==> config.mk <==
export PLATFORM = sky130hd
export DESIGN_NAME = axi4_burst_addr_gen_flat
export DESIGN_NICKNAME = d
export VERILOG_FILES = /design/src/rtl/axi4_burst_addr_gen_if.sv /design/src/rtl/axi4_burst_addr_gen.sv /design/src/flat_wrapper.sv
export SDC_FILE = /design/constraint.sdc
export NUM_CORES = 1
export LEC_CHECK = 0
export BUFFER_PORTS_ARGS = -buffer_cell sky130_fd_sc_hd__buf_4
export CAP_MARGIN = 15
export CORE_MARGIN = 8
export CORE_UTILIZATION = 57
export DETAILED_ROUTE_END_ITERATION = 8
export GPL_TIMING_DRIVEN = 0
export PLACE_DENSITY = 0.79
export SLEW_MARGIN = 40
export SYNTH_ARGS = -nofsm -noshare
export SYNTH_HDL_FRONTEND = slang
export SYNTH_SLANG_ARGS = --single-unit
==> constraint.sdc <==
create_clock -name ACLK -period 3.9 [get_ports ACLK]
set_clock_uncertainty 0.1 [all_clocks]
set_input_delay 0.585 -clock ACLK [delete_from_list [all_inputs] [get_ports ACLK]]
set_output_delay 0.585 -clock ACLK [all_outputs]
set_load 0.1 [all_outputs]
==> src/rtl/axi4_burst_addr_gen_if.sv <==
// Descriptor-in / beat-out bundle for axi4_burst_addr_gen.
// slave  : view taken by the address generator (accepts descriptors, emits beats)
// master : view taken by the front-end / memory side driving descriptors and consuming beats
interface axi4_burst_addr_gen_if #(
  parameter int unsigned ADDR_WIDTH = 16,
  parameter int unsigned MEM_DEPTH  = 1024
);
  localparam int unsigned WIDX_W = $clog2(MEM_DEPTH);

  // descriptor channel
  logic                  desc_valid;
  logic                  desc_ready;
  logic [ADDR_WIDTH-1:0] desc_addr;
  logic [7:0]            desc_len;
  logic [2:0]            desc_size;
  logic [1:0]            desc_burst;

  // beat channel
  logic                  beat_valid;
  logic                  beat_ready;
  logic [ADDR_WIDTH-1:0] beat_addr;
  logic [WIDX_W-1:0]     beat_widx;
  logic [7:0]            beat_idx;
  logic                  beat_last;
  logic [1:0]            beat_resp;

  modport slave (
    input  desc_valid, desc_addr, desc_len, desc_size, desc_burst, beat_ready,
    output desc_ready, beat_valid, beat_addr, beat_widx, beat_idx, beat_last, beat_resp
  );

  modport master (
    output desc_valid, desc_addr, desc_len, desc_size, desc_burst, beat_ready,
    input  desc_ready, beat_valid, beat_addr, beat_widx, beat_idx, beat_last, beat_resp
  );
endinterface

==> src/rtl/axi4_burst_addr_gen.sv <==
// Per-beat AXI4 address/response generator.
// Accepts one burst descriptor (addr, len, size, burst) and emits len+1 beat
// records carrying byte address, memory word index, beat number, last flag and
// response. FIXED/INCR/WRAP address math, protocol checks and a per-beat
// memory range check are applied; erroneous bursts still emit every beat.
// Optional feature macro: AXI_4K_CHECK_EN -- when defined, an INCR burst that
// would cross a 4 KB page is flagged SLVERR for all of its beats.
module axi4_burst_addr_gen #(
  parameter int unsigned ADDR_WIDTH = 16,
  parameter int unsigned DATA_WIDTH = 32,
  parameter int unsigned MEM_DEPTH  = 1024
) (
  input logic                  ACLK,
  input logic                  ARESETn,
  axi4_burst_addr_gen_if.slave bus
);

  localparam int unsigned NB       = DATA_WIDTH / 8;
  localparam int unsigned LOG2_NB  = $clog2(NB);
  localparam int unsigned WIDX_W   = $clog2(MEM_DEPTH);

  localparam logic [2:0]            MAX_SIZE  = 3'(LOG2_NB);
  localparam logic [ADDR_WIDTH:0]   DEPTH_LIM = (ADDR_WIDTH+1)'(MEM_DEPTH);
  localparam logic [ADDR_WIDTH-1:0] ONE_A     = ADDR_WIDTH'(1);

  localparam logic [0:0] ST_IDLE  = 1'b0;
  localparam logic [0:0] ST_BURST = 1'b1;

  localparam logic [1:0] BURST_FIXED = 2'b00;
  localparam logic [1:0] BURST_INCR  = 2'b01;
  localparam logic [1:0] BURST_WRAP  = 2'b10;
  localparam logic [1:0] BURST_RSVD  = 2'b11;

  localparam logic [1:0] RESP_OKAY   = 2'b00;
  localparam logic [1:0] RESP_SLVERR = 2'b10;

  // control state
  logic [0:0]            state_q;
  logic                  desc_ready_q;
  logic                  beat_valid_q;

  // latched descriptor
  logic [7:0]            len_q;
  logic [1:0]            burst_q;
  logic [ADDR_WIDTH-1:0] bytes_q;
  logic [ADDR_WIDTH-1:0] wrap_lower_q;
  logic [ADDR_WIDTH-1:0] wrap_bound_q;
  logic                  err_q;

  // current beat record
  logic [ADDR_WIDTH-1:0] beat_addr_q;
  logic [WIDX_W-1:0]     beat_widx_q;
  logic [7:0]            beat_idx_q;
  logic                  beat_last_q;
  logic [1:0]            beat_resp_q;

  // descriptor decode
  logic [ADDR_WIDTH-1:0] d_bytes;
  logic [ADDR_WIDTH-1:0] d_mask;
  logic [ADDR_WIDTH-1:0] d_total;
  logic [ADDR_WIDTH-1:0] d_lower;
  logic [ADDR_WIDTH-1:0] d_bound;
  logic                  d_len_ok;
  logic                  d_err;
`ifdef AXI_4K_CHECK_EN
  logic [ADDR_WIDTH:0]   d_end;
`endif

  // next-beat datapath
  logic [ADDR_WIDTH-1:0] nxt_inc;
  logic [ADDR_WIDTH-1:0] nxt_addr;
  logic [7:0]            nxt_idx;

  logic                  accept;
  logic                  fire;

  assign accept = bus.desc_valid & desc_ready_q;
  assign fire   = beat_valid_q & bus.beat_ready;

  function automatic logic [1:0] resp_for(input logic [ADDR_WIDTH-1:0] a, input logic burst_err);
    if (burst_err || ({1'b0, a >> LOG2_NB} >= DEPTH_LIM))
      return RESP_SLVERR;
    return RESP_OKAY;
  endfunction

  function automatic logic [WIDX_W-1:0] widx_for(input logic [ADDR_WIDTH-1:0] a);
    return WIDX_W'(a >> LOG2_NB);
  endfunction

  // Decode the offered descriptor: beat size, wrap window and whole-burst error.
  always_comb begin
    d_bytes  = ONE_A << bus.desc_size;
    d_mask   = d_bytes - ONE_A;
    d_total  = d_bytes * (ADDR_WIDTH'(bus.desc_len) + ONE_A);
    d_lower  = bus.desc_addr & ~(d_total - ONE_A);
    d_bound  = d_lower + d_total;
    d_len_ok = (bus.desc_len == 8'd1) || (bus.desc_len == 8'd3) ||
               (bus.desc_len == 8'd7) || (bus.desc_len == 8'd15);
    d_err    = 1'b0;
    if (bus.desc_burst == BURST_RSVD)
      d_err = 1'b1;
    if (bus.desc_size > MAX_SIZE)
      d_err = 1'b1;
    if ((bus.desc_burst == BURST_WRAP) && (!d_len_ok || ((bus.desc_addr & d_mask) != '0)))
      d_err = 1'b1;
`ifdef AXI_4K_CHECK_EN
    // last byte computed one bit wider so a wrap past the top of the address
    // space also registers as a page change
    d_end = {1'b0, bus.desc_addr & ~d_mask} + {1'b0, d_total} - {1'b0, ONE_A};
    if ((bus.desc_burst == BURST_INCR) &&
        (d_end[ADDR_WIDTH:12] != {1'b0, bus.desc_addr[ADDR_WIDTH-1:12]}))
      d_err = 1'b1;
`endif
  end

  // Address of the following beat, derived from the current one.
  always_comb begin
    nxt_inc  = beat_addr_q + bytes_q;
    nxt_idx  = beat_idx_q + 8'd1;
    nxt_addr = beat_addr_q;
    case (burst_q)
      // realigning each step makes an unaligned first beat land on the
      // aligned base + n*bytes sequence from beat 1 onward
      BURST_INCR: nxt_addr = (beat_addr_q & ~(bytes_q - ONE_A)) + bytes_q;
      BURST_WRAP: nxt_addr = (nxt_inc == wrap_bound_q) ? wrap_lower_q : nxt_inc;
      default:    nxt_addr = beat_addr_q;
    endcase
  end

  // Handshake FSM: IDLE accepts a descriptor, BURST emits beats until the last is consumed.
  always_ff @(posedge ACLK or negedge ARESETn) begin
    if (!ARESETn) begin
      state_q      <= ST_IDLE;
      desc_ready_q <= 1'b0;
      beat_valid_q <= 1'b0;
    end else begin
      case (state_q)
        ST_IDLE: begin
          if (accept) begin
            state_q      <= ST_BURST;
            desc_ready_q <= 1'b0;
            beat_valid_q <= 1'b1;
          end else begin
            desc_ready_q <= 1'b1;
          end
        end
        ST_BURST: begin
          if (fire && beat_last_q) begin
            state_q      <= ST_IDLE;
            desc_ready_q <= 1'b1;
            beat_valid_q <= 1'b0;
          end
        end
        default: begin
          state_q      <= ST_IDLE;
          desc_ready_q <= 1'b0;
          beat_valid_q <= 1'b0;
        end
      endcase
    end
  end

  // Capture the descriptor parameters needed for the rest of the burst.
  always_ff @(posedge ACLK or negedge ARESETn) begin
    if (!ARESETn) begin
      len_q        <= '0;
      burst_q      <= BURST_FIXED;
      bytes_q      <= '0;
      wrap_lower_q <= '0;
      wrap_bound_q <= '0;
      err_q        <= 1'b0;
    end else if (accept) begin
      len_q        <= bus.desc_len;
      burst_q      <= bus.desc_burst;
      bytes_q      <= d_bytes;
      wrap_lower_q <= d_lower;
      wrap_bound_q <= d_bound;
      err_q        <= d_err;
    end
  end

  // Beat record: load beat 0 on acceptance, advance on each non-final handshake, else hold.
  always_ff @(posedge ACLK or negedge ARESETn) begin
    if (!ARESETn) begin
      beat_addr_q <= '0;
      beat_widx_q <= '0;
      beat_idx_q  <= '0;
      beat_last_q <= 1'b0;
      beat_resp_q <= RESP_OKAY;
    end else if (accept) begin
      beat_addr_q <= bus.desc_addr;
      beat_widx_q <= widx_for(bus.desc_addr);
      beat_idx_q  <= '0;
      beat_last_q <= (bus.desc_len == 8'd0);
      beat_resp_q <= resp_for(bus.desc_addr, d_err);
    end else if (fire && !beat_last_q) begin
      beat_addr_q <= nxt_addr;
      beat_widx_q <= widx_for(nxt_addr);
      beat_idx_q  <= nxt_idx;
      beat_last_q <= (nxt_idx == len_q);
      beat_resp_q <= resp_for(nxt_addr, err_q);
    end
  end

  assign bus.desc_ready = desc_ready_q;
  assign bus.beat_valid = beat_valid_q;
  assign bus.beat_addr  = beat_addr_q;
  assign bus.beat_widx  = beat_widx_q;
  assign bus.beat_idx   = beat_idx_q;
  assign bus.beat_last  = beat_last_q;
  assign bus.beat_resp  = beat_resp_q;

  // descriptor and beat channels are never open in the same cycle
  a_ready_valid_excl: assert property (@(posedge ACLK) disable iff (!ARESETn)
    !(desc_ready_q && beat_valid_q));

  // beat numbering never runs past the burst length
  a_idx_bound: assert property (@(posedge ACLK) disable iff (!ARESETn)
    beat_valid_q |-> (beat_idx_q <= len_q));

endmodule

==> src/flat_wrapper.sv <==
// flat-port wrapper written by rule: the top's interface ports become plain ports
module axi4_burst_addr_gen_flat 
#(
  parameter int unsigned ADDR_WIDTH = 16,
  parameter int unsigned DATA_WIDTH = 32,
  parameter int unsigned MEM_DEPTH  = 1024
)
  (ACLK, ARESETn, bus_desc_valid, bus_desc_addr, bus_desc_len, bus_desc_size, bus_desc_burst, bus_beat_ready, bus_desc_ready, bus_beat_valid, bus_beat_addr, bus_beat_widx, bus_beat_idx, bus_beat_last, bus_beat_resp);
  axi4_burst_addr_gen_if #(.ADDR_WIDTH(ADDR_WIDTH), .MEM_DEPTH(MEM_DEPTH)) bus_i ();
  input logic ACLK;
  input logic ARESETn;
  input wire logic [$bits(bus_i.desc_valid)-1:0] bus_desc_valid;
  input wire logic [$bits(bus_i.desc_addr)-1:0] bus_desc_addr;
  input wire logic [$bits(bus_i.desc_len)-1:0] bus_desc_len;
  input wire logic [$bits(bus_i.desc_size)-1:0] bus_desc_size;
  input wire logic [$bits(bus_i.desc_burst)-1:0] bus_desc_burst;
  input wire logic [$bits(bus_i.beat_ready)-1:0] bus_beat_ready;
  output wire logic [$bits(bus_i.desc_ready)-1:0] bus_desc_ready;
  output wire logic [$bits(bus_i.beat_valid)-1:0] bus_beat_valid;
  output wire logic [$bits(bus_i.beat_addr)-1:0] bus_beat_addr;
  output wire logic [$bits(bus_i.beat_widx)-1:0] bus_beat_widx;
  output wire logic [$bits(bus_i.beat_idx)-1:0] bus_beat_idx;
  output wire logic [$bits(bus_i.beat_last)-1:0] bus_beat_last;
  output wire logic [$bits(bus_i.beat_resp)-1:0] bus_beat_resp;
  assign bus_i.desc_valid = bus_desc_valid;
  assign bus_i.desc_addr = bus_desc_addr;
  assign bus_i.desc_len = bus_desc_len;
  assign bus_i.desc_size = bus_desc_size;
  assign bus_i.desc_burst = bus_desc_burst;
  assign bus_i.beat_ready = bus_beat_ready;
  assign bus_desc_ready = bus_i.desc_ready;
  assign bus_beat_valid = bus_i.beat_valid;
  assign bus_beat_addr = bus_i.beat_addr;
  assign bus_beat_widx = bus_i.beat_widx;
  assign bus_beat_idx = bus_i.beat_idx;
  assign bus_beat_last = bus_i.beat_last;
  assign bus_beat_resp = bus_i.beat_resp;
  axi4_burst_addr_gen #(.ADDR_WIDTH(ADDR_WIDTH), .DATA_WIDTH(DATA_WIDTH), .MEM_DEPTH(MEM_DEPTH)) u_core (.ACLK(ACLK), .ARESETn(ARESETn), .bus(bus_i));
endmodule
## Word-level counts from Yosys, hierarchy flattened

Cells that the tools add are included.

| word-level totals | value |
|---|---|
| flip-flop bits (word level) | 99 |
| bits of input ports | 33 |
| output and inout port bits | 39 |
| word-level logic and storage cells | 98 |

| cells by class | value |
|---|---|
| add/subtract/negate cells | 8 |
| $mul | 1 |
| $lt $le $gt $ge | 3 |
| eq/ne operators | 12 |
| shift-type cells | 1 |
| muxes and demuxes | 33 |
| bitwise gates (word level) | 8 |
| reduce and logical (&&, ||, !) cells | 17 |

Operators with widths:

| operator | number |
|---|---|
| $add 16x16->16 | 3 |
| $and 16x16->16 | 3 |
| $mux 16 | 3 |
| $sub 16x1->16 const B | 3 |
| $not 16->16 | 2 |
| $pmux 16 s2 | 1 |
| $ge 14x11->1 const B | 2 |
| $mux 10 | 2 |
| $eq 16x16->1 | 1 |
| $mul 16x16->16 | 1 |
| $mux 1 | 16 |
| $mux 8 | 2 |
| $reduce_bool 16->1 | 1 |
| $shl 1x3->16 const A | 1 |
| $mux 2 | 6 |
| $add 8x1->9 const B | 1 |
| $add 8x1->8 const B | 1 |
| $eq 8x1->1 const B | 1 |
| $eq 8x2->1 const B | 1 |
| $eq 8x3->1 const B | 1 |
| $eq 8x4->1 const B | 1 |
| $eq 8x8->1 | 1 |
| $logic_not 8->1 | 1 |
| $eq 2x2->1 const B | 3 |
| 13 further kinds | 25 |

## Logic depth before layout (Yosys ltp)

Gate-level depths: netlist (run 1).

| logic depth | value |
|---|---|
| depth in word-level cells | 13 |
| gate-level depth with buffers | 29 |
| gate-level depth less buffers | 28 |

## Least setup slack after synthesis (run 1)

No wires, ideal clock.

| timing | value |
|---|---|
| path type | input to register |
| from | in bus_desc_len[2] |
| to | reg u_core.wrap_bound_q[15] |
| setup time | 0.087 ns |
| arrival | 6.969 ns |
| required time | 3.713 ns |
| slack | -3.256 ns |
| stages on the path | 25 |
| path buffers | 1 |
| cell sequence | clkbuf_1 -> nand3_1 -> nor3_1 -> nand3_1 -> xor2_1 -> nand2b_1 -> fa_1 -> fa_1 -> inv_1 -> fa_1 -> inv_1 -> fa_1 -> inv_1 -> ha_1 -> nor3_1 -> o211a_4 -> o21ai_2 -> or3_1 -> and3_1 -> ha_1 -> or3_1 -> nand4_1 -> a41oi_1 -> mux2_4 -> a211oi_2 |

| between the ends | value |
|---|---|
| longest elaborated chain between the ends | 6 |

RTL lines:

| element | line | RTL |
|---|---|---|
| start: declaration | flat_wrapper.sv:14 | `input wire logic [$bits(bus_i.desc_len)-1:0] bus_desc_len;` |
| $add 8x1->9 | axi4_burst_addr_gen.sv:94 | `d_total = d_bytes * (ADDR_WIDTH'(bus.desc_len) + ONE_A);` |
| $mul 16x16->16 | axi4_burst_addr_gen.sv:94 |  |
| $sub 16x1->16 | axi4_burst_addr_gen.sv:95 | `d_lower = bus.desc_addr & ~(d_total - ONE_A);` |
| $not 16->16 | axi4_burst_addr_gen.sv:95 |  |
| $and 16x16->16 | axi4_burst_addr_gen.sv:95 |  |
| via u_core.d_lower[11] | axi4_burst_addr_gen.sv:61 | `logic [ADDR_WIDTH-1:0] d_lower;` |
| $add 16x16->16 | axi4_burst_addr_gen.sv:96 | `d_bound = d_lower + d_total;` |
| end signal: assignment | axi4_burst_addr_gen.sv:177 | `wrap_bound_q <= d_bound;` |
| end: declaration | axi4_burst_addr_gen.sv:47 | `logic [ADDR_WIDTH-1:0] wrap_bound_q;` |

The timed path passes the listed nets, and every way through them passes these cells.
A chain may end at the register's enable or synchronous reset.

## Worst setup path in the final report (run 1)

| timing | value |
|---|---|
| from | in bus_desc_len[1] |
| to | reg u_core.wrap_bound_q[14] |

Same word-level chain as after synthesis.

==> results.json, run 1 <==
{
  "grt_pass1_vias": 9259,
  "min_period_ns": 6.45,
  "final_max_slew_viol_count": 0,
  "rsz0062_at_grt": "yes",
  "slew_headroom": 0.509,
  "port-buffer-count": 65,
  "cpMostUsedCell": "fa_1",
  "synth-async-reset-ratio": 1.00,
  "dpl-instance-area_sq_mm": 0.0107,
  "dr.pass1.iters": 7,
  "cts_hold_buf": 0,
  "use_met1": 0.365,
  "netlist_instances": 1172,
  "critical_path_required_ns": 4.00,
  "critical-path-max-stage-delay_ns": 0.57,
  "worstSetupStartpointType": "primary input",
  "vdd_drop_max_uv": 602,
  "drt_iter0_markers": 1247,
  "grt_use_met3": 0.0337,
  "drc": 0,
  "outcome": "finished, violations left",
  "grt_usage": 0.302,
  "die_y_um": 144,
  "ys_ff_latch": 80,
  "avgSynthCellArea_sq_um": 8.01,
  "seq_area_frac_synth": 0.213,
  "avgViaCountPerCell": 6.30,
  "cp.arrival_ns": 6.55,
  "crit_type": "primary input to flop",
  "cts_max_path_buffers": 2,
  "syn_area_sq_mm": 0.00939,
  "cts.sinks": 80,
  "rows": 47,
  "io_pins": 72,
  "period_share": 1.65,
  "htreeDepth": 3,
  "gp_congestion": 0.957,
  "synth_edf_count": 0,
  "finalSetupViolCount": 25,
  "cts-buffers-inserted": 9,
  "fmax_mhz": 155,
  "grtUsageMet2": 0.527,
  "initial_utilization": 0.574,
  "grt_pass1_wl_mm": 48.7,
  "reg2reg_depth": 13,
  "synth_top_area_frac": 0.213,
  "slowest_stage": "fa_2",
  "synth_top_area_cell": "dfrtp_1",
  "area_growth_pct": 35.9,
  "num_vias": 9932,
  "busiest_layer": "met2",
  "drive_above_1_share": 0.313,
  "clk_pin_slew_ns": 0.06,
  "synth_cell_type_count": 89,
  "tightest_slew_ns": 0.737,
  "maxCapViolCount": 0,
  "overflow": 0,
  "final_util": 0.780,
  "final_area_sq_mm": 0.0128,
  "hpwlAfterDp_mm": 22.7,
  "worstPathMaxFanout": 5,
  "grt_max_degree": 81,
  "hold_viol_final": 0,
  "min_path_type": "primary input to asynchronous set/reset pin",
  "final_antenna_net_count": 0,
  "worst_slack_ns": -2.55,
  "power_density_mw_per_mm2": 628,
  "violations": "negative setup slack",
  "end_kind": "flop",
  "tritoncts": "done",
  "p_leak_nw": 5.67,
  "clkLatencyLatePin_ns": 0.34,
  "wire_per_inst_um": 21.1,
  "final_nets": 1486,
  "ys_warn_count": 0,
  "die_x_um": 144,
  "die_area_sq_mm": 0.0208,
  "clock-root-buffer": "clkbuf_16",
  "wl_mm": 33.3,
  "synth_area_leaders": "dfrtp_1, fa_1, ha_1",
  "syn_nets": 1307,
  "core_area_sq_mm": 0.0163,
  "antenna_found_initial": 1,
  "synth_ff_type": "dfrtp_1"
}
-- layout by cell type, fill, tap and decap left out, types with 24 or more instances in the layout --
master,n
o21ai_0,66
clkbuf_1,33
fa_1,39
buf_4,157
inv_1,99
a21oi_1,31
dfrtp_1,69
nor2_1,89
xor2_1,26
o21ai_1,24
xnor2_1,39
ha_1,44
nand2_1,143
-- cells by family (layout without fill, tap and decap cells) --
kind of cell	Yosys count	in the layout	share of synthesized area
other cells	1	2	0.000399
buf+inv	168	352	0.0736
fa+ha+maj	102	102	0.170
compound gates	264	264	0.187
xor+xnor	95	95	0.0946
flops	80	80	0.213
simple gates	434	434	0.227
mux	28	28	0.0337
-- synthesized netlist by cell type (14+ instances only) --
cell type    n
nor2_1     110
a21oi_1     40
xnor2_1     60
nand2_1    155
dfrtp_1     80
a31oi_1     14
nand3_1     22
o21ai_0     91
nand2b_1    15
fa_1        43
clkbuf_1    39
xor2_1      31
inv_1      107
nor3_1      26
and3_1      16
ha_1        59
-- per-stage QoR --
step,cells,hold WS (ns),worst slack [ns],total power [mW],setup TNS (ns)
after floorplan,1172,0.189,-2.47,5.11,-30.13
after global placement,1457,0.373,-3.18,6.19,-47.04
after detailed placement,1457,0.378,-3.25,6.27,-48.26
after CTS,1524,0.221,-2.43,7.45,-30.51
after global routing,1576,0.241,-2.77,8.40,-38.59
final,1577,0.169,-2.55,8.01,-34.23
-- routing by layer --
metal	share of wire	vias up	wire length [um]
li1	-	4406	-
met1	0.38	4799	12700
met2	0.49	567	16200
met3	0.081	160	2690
met4	0.052	0	1720
met5	0	-	0
-- critical path, delay by kind of cell --
family | cells | cell delay [ns]
AOI/OAI and AO/OA | 6 | 1.07
xor gates and xnor gates | 1 | 0.08
adders and majority gates | 7 | 2.90
buffers and inverters | 6 | 0.62
and+or+nand+nor | 7 | 1.28
-- area by class of cell --
type	instances	area, sq um
Antenna cell	1	2.50
Clock buffer	11	233
Tap cell	220	275
Clock inverter	5	40.0
Buffer	57	338
Fill cell	1061	3590
Multi-Input combinational cell	924	7990
Sequential cell	80	2020
Timing Repair Buffer	171	1440
Inverter	108	424
-- report_power, final --
part / internal (mW) / switching [mW] / total (mW) / leakage [nW]
clock network: 0.437 / 0.361 / 0.798 / 0.123
registers: 1.15 / 0.388 / 1.54 / 0.990
logic: 2.08 / 3.60 / 5.67 / 4.56
-- flip-flops by register name, summed over array words and instances (netlist names) --
name,flops
u_core.burst_q,2
u_core.bus.beat_addr,7
u_core.bus.beat_idx,8
u_core.bus.beat_last,1
u_core.bus.beat_resp,1
u_core.bus.beat_valid,1
u_core.bus.beat_widx,9
u_core.bus.desc_ready,1
u_core.bytes_q,8
u_core.err_q,1
u_core.len_q,8
u_core.state_q,1
u_core.wrap_bound_q,16
u_core.wrap_lower_q,16
-- final timing paths --
path	start	endpoint	slack, ns
worst min register to register	u_core.wrap_lower_q[4]$_DFFE_PN0P_	u_core.wrap_lower_q[4]$_DFFE_PN0P_	0.39
worst max-delay path	bus_desc_len[1]	u_core.wrap_bound_q[14]$_DFFE_PN0P_	-2.55
max in group asynchronous	ARESETn	u_core.bus.beat_widx[3]$_DFFE_PN0P_	2.98
min in group ACLK	bus_desc_burst[0]	u_core.burst_q[0]$_DFFE_PN0P_	0.38
worst max register to register	u_core.bus.beat_addr[0]$_DFFE_PN0P_	u_core.bus.beat_addr[13]$_DFFE_PN0P_	-0.01
worst min-delay path	ARESETn	u_core.bus.beat_idx[5]$_DFFE_PN0P_	0.17
-- repair_timing --
item | 4_1_cts | 5_1_grt
setup endpoints to repair | 38 | 38
gates cloned | 0 | 0
buffers inserted | 55 | 55
resized for setup | 102 | 102
pin swaps | 61 | 91
Note: power is estimated with default switching activity, not from simulation.
==> inputs of run 2 (changes only) <==
--- a/config.mk
+++ b/config.mk
@@ -5,6 +5,7 @@
 export SDC_FILE = /design/constraint.sdc
 export NUM_CORES = 1
 export LEC_CHECK = 0
+export ABC_AREA = 1
 export BUFFER_PORTS_ARGS = -buffer_cell sky130_fd_sc_hd__buf_4
 export CAP_MARGIN = 15
 export CORE_MARGIN = 8
==> run 2 against run 1 <==
Routed wire length is 5.3% higher. Clock power is 17% higher. Combinational power is 4.8% lower. Maximum frequency is 2.3% higher. Sequential share of layout area is 0.62 points higher. The flow still finishes with violations (negative setup slack). Sequential power hardly changed. Synthesized cell count is 21% higher. Critical path type unchanged. Worst setup slack better by 0.14 ns. Worst hold slack worse by 0.0021 ns.
==> results.json, run 2 <==
{
  "clk_pin_slew_ns": 0.07,
  "grt_use_met3": 0.0363,
  "tns_ns": -34.48,
  "cp.arrival_ns": 6.44,
  "synth_top_area_frac": 0.212,
  "cts-buffers-inserted": 9,
  "grt_usage": 0.314,
  "grt_max_degree": 81,
  "die_y_um": 145,
  "syn_nets": 1549,
  "crit_family": "adder cells",
  "avgSynthCellArea_sq_um": 6.67,
  "final_common_cell": "nand2_1",
  "seqCellArea_sq_mm": 0.00200,
  "maxCapViolCount": 0,
  "syn_area_sq_mm": 0.00943,
  "use_met1": 0.391,
  "die_x_um": 145,
  "crit_path_end": "u_core.wrap_bound_q[15]$_DFFE_PN0P_",
  "reg2reg_depth": 17,
  "reg2reg_from": "u_core.bytes_q[0]$_DFFE_PN0P_",
  "synth-simple-area-share": 0.323,
  "tightest_slew_ns": 0.743,
  "crit_type": "primary input to flop",
  "initial_utilization": 0.577,
  "synth_area_leaders": "dfrtp_1, nand2_1, inv_1",
  "period_share": 1.62,
  "synth_cell_type_count": 56,
  "reg2reg_slack_ns": 0.36,
  "yosys-top-cells-count": "nand2_1, inv_1, nor2_1, nand3_1, dfrtp_1",
  "io_pins": 72,
  "synth_fa_ha_area_frac": 0.170,
  "clock-root-buffer": "clkbuf_16",
  "num_vias": 10637,
  "violations": "negative setup slack",
  "final_antenna_net_count": 0,
  "layout_common_cells": "nand2_1, inv_1, buf_4, nor2_1, nand3_1",
  "final_max_slew_viol_count": 0,
  "synth-async-reset-ratio": 1.00,
  "synth_ff_type": "dfrtp_1",
  "hold_viol_final": 0,
  "synthMostInstantiatedCell": "nand2_1",
  "synth_top_family_by_area": "simple AND/OR/NAND/NOR gates",
  "drt_iter0_markers": 1179,
  "antenna_found_initial": 0,
  "clkLatencyLatePin_ns": 0.35,
  "dr.pass1.iters": 8,
  "min_period_ns": 6.30,
  "gp_congestion": 0.982,
  "vdd_drop_max_uv": 568,
  "grt_pass1_wl_mm": 50.2,
  "synth_top_area_cell": "dfrtp_1",
  "synth_compound_area_frac": 0.126,
  "worstSetupStartpointType": "primary input",
  "cts_max_path_buffers": 2,
  "critical_path_required_ns": 4.04,
  "busiest_layer": "met2",
  "cp.depth": 34,
  "slowest_stage": "fa_1",
  "finalSetupViolCount": 23,
  "synth_edf_count": 0,
  "wl_mm": 35.0,
  "drc": 0,
  "min_path_type": "primary input to asynchronous set/reset pin",
  "die_area_sq_mm": 0.0209,
  "fillerInstances": 1219,
  "cpMostUsedCell": "nor2_2",
  "core_area_sq_mm": 0.0163,
  "slew_headroom": 0.504,
  "cts.sinks": 80,
  "area_growth_pct": 29.2,
  "r2r_end": "u_core.bus.beat_widx[6]$_DFFE_PN0P_",
  "ys_ff_latch": 80,
  "netlist_instances": 1414,
  "wire_per_inst_um": 19.4,
  "rows": 47,
  "outcome": "finished, violations left",
  "worstPathMaxFanout": 4,
  "final_nets": 1718,
  "overflow": 0,
  "port-buffer-count": 70,
  "tritoncts": "done",
  "ys_warn_count": 0,
  "cts_hold_buf": 0,
  "multi_input_area_sq_mm": 0.00715,
  "grtUsageMet2": 0.536,
  "htreeDepth": 3,
  "fmax_mhz": 159,
  "synth.area.mux_share": 0,
  "p_leak_nw": 6.16,
  "synth-xor-area-share": 0.0503,
  "seq_area_frac_synth": 0.212,
  "critical-path-max-stage-delay_ns": 0.54,
  "setup.worst_path.start": "bus_desc_len[1]",
  "worst-path-buf-inv": 7,
  "rsz0062_at_grt": "yes",
  "n_antenna_cell": 0,
  "power_density_mw_per_mm2": 647,
  "hold_ws_ns": 0.167,
  "drive_above_1_share": 0.242,
  "final_util": 0.745,
  "worst_slack_ns": -2.40,
  "end_kind": "flop",
  "avgViaCountPerCell": 5.88,
  "hpwlAfterDp_mm": 24.0,
  "grt_pass1_vias": 9740
}
-- run 2: area by class of cell --
class | instances | area share
Clock inverter | 6 | 0.00750
Inverter | 247 | 0.0797
Timing Repair Buffer | 158 | 0.105
Clock buffer | 10 | 0.0188
Multi-Input combinational cell | 1054 | 0.587
Buffer | 33 | 0.0150
Sequential cell | 80 | 0.164
Tap cell | 220 | 0.0226
-- run 2: through the flow --
stage | cell area [sq um] | instances | total power [mW] | setup WS, ns
after floorplan | 9630 | 1414 | 5.09 | -2.14
after global placement | 10400 | 1704 | 6.26 | -2.97
after CTS | 11700 | 1786 | 7.54 | -2.12
final | 12200 | 1808 | 7.88 | -2.40
after detailed placement | 10400 | 1704 | 6.32 | -3.05
after global routing | 12200 | 1808 | 8.33 | -2.64
-- run 2: logic make-up (layout without fill, tap and decap cells) --
family | Yosys count | in the layout
adder cells (fa/ha/maj) | 102 | 102
AO/OA/AOI/OAI | 199 | 199
AND/OR/NAND/NOR | 706 | 706
other | 1 | 1
flip-flops | 80 | 80
buffers and inverters | 280 | 454
XOR/XNOR | 46 | 46
-- run 2: timing repair --
item / in CTS / in global routing
pin swaps: 69 / 53
endpoints found under the setup margin: 23 / 23
buffers inserted: 66 / 26
endpoints found under the hold margin: 0 / 0
gates resized for setup: 94 / 91
-- run 2: worst min-delay path by stage --
stage | from | to | slack, ns | cells past startpoint
3_5_place_dp | u_core.wrap_lower_q[3]$_DFFE_PN0P_ | u_core.wrap_lower_q[3]$_DFFE_PN0P_ | 0.38 | 2
2_1_floorplan | ARESETn | u_core.burst_q[0]$_DFFE_PN0P_ | 0.19 | 0
3_3_place_gp | u_core.wrap_lower_q[2]$_DFFE_PN0P_ | u_core.wrap_lower_q[2]$_DFFE_PN0P_ | 0.36 | 2
4_1_cts | ARESETn | u_core.len_q[2]$_DFFE_PN0P_ | 0.20 | 1
6_report | ARESETn | u_core.len_q[1]$_DFFE_PN0P_ | 0.17 | 1
5_1_grt | ARESETn | u_core.len_q[3]$_DFFE_PN0P_ | 0.25 | 1
-- run 2: worst reg2reg max path: cells and delay by family, from the launching register on --
kind | cells | cell delay, ns
AOI/OAI and AO/OA | 3 | 0.45
adders and majority gates | 2 | 0.78
buffers and inverters | 1 | 0.21
DFF | 1 | 0.48
and+or+nand+nor | 11 | 1.38
-- run 2: power breakdown --
group	switching (mW)	internal (mW)
Combinational	3.78	1.62
Sequential	0.391	1.16
Clock	0.370	0.566
-- run 2: routing by layer --
metal,vias to the layer above,part of all wire
li1,4856,-
met4,0,0.061
met1,4994,0.38
met3,166,0.083
met2,621,0.47
met5,-,0
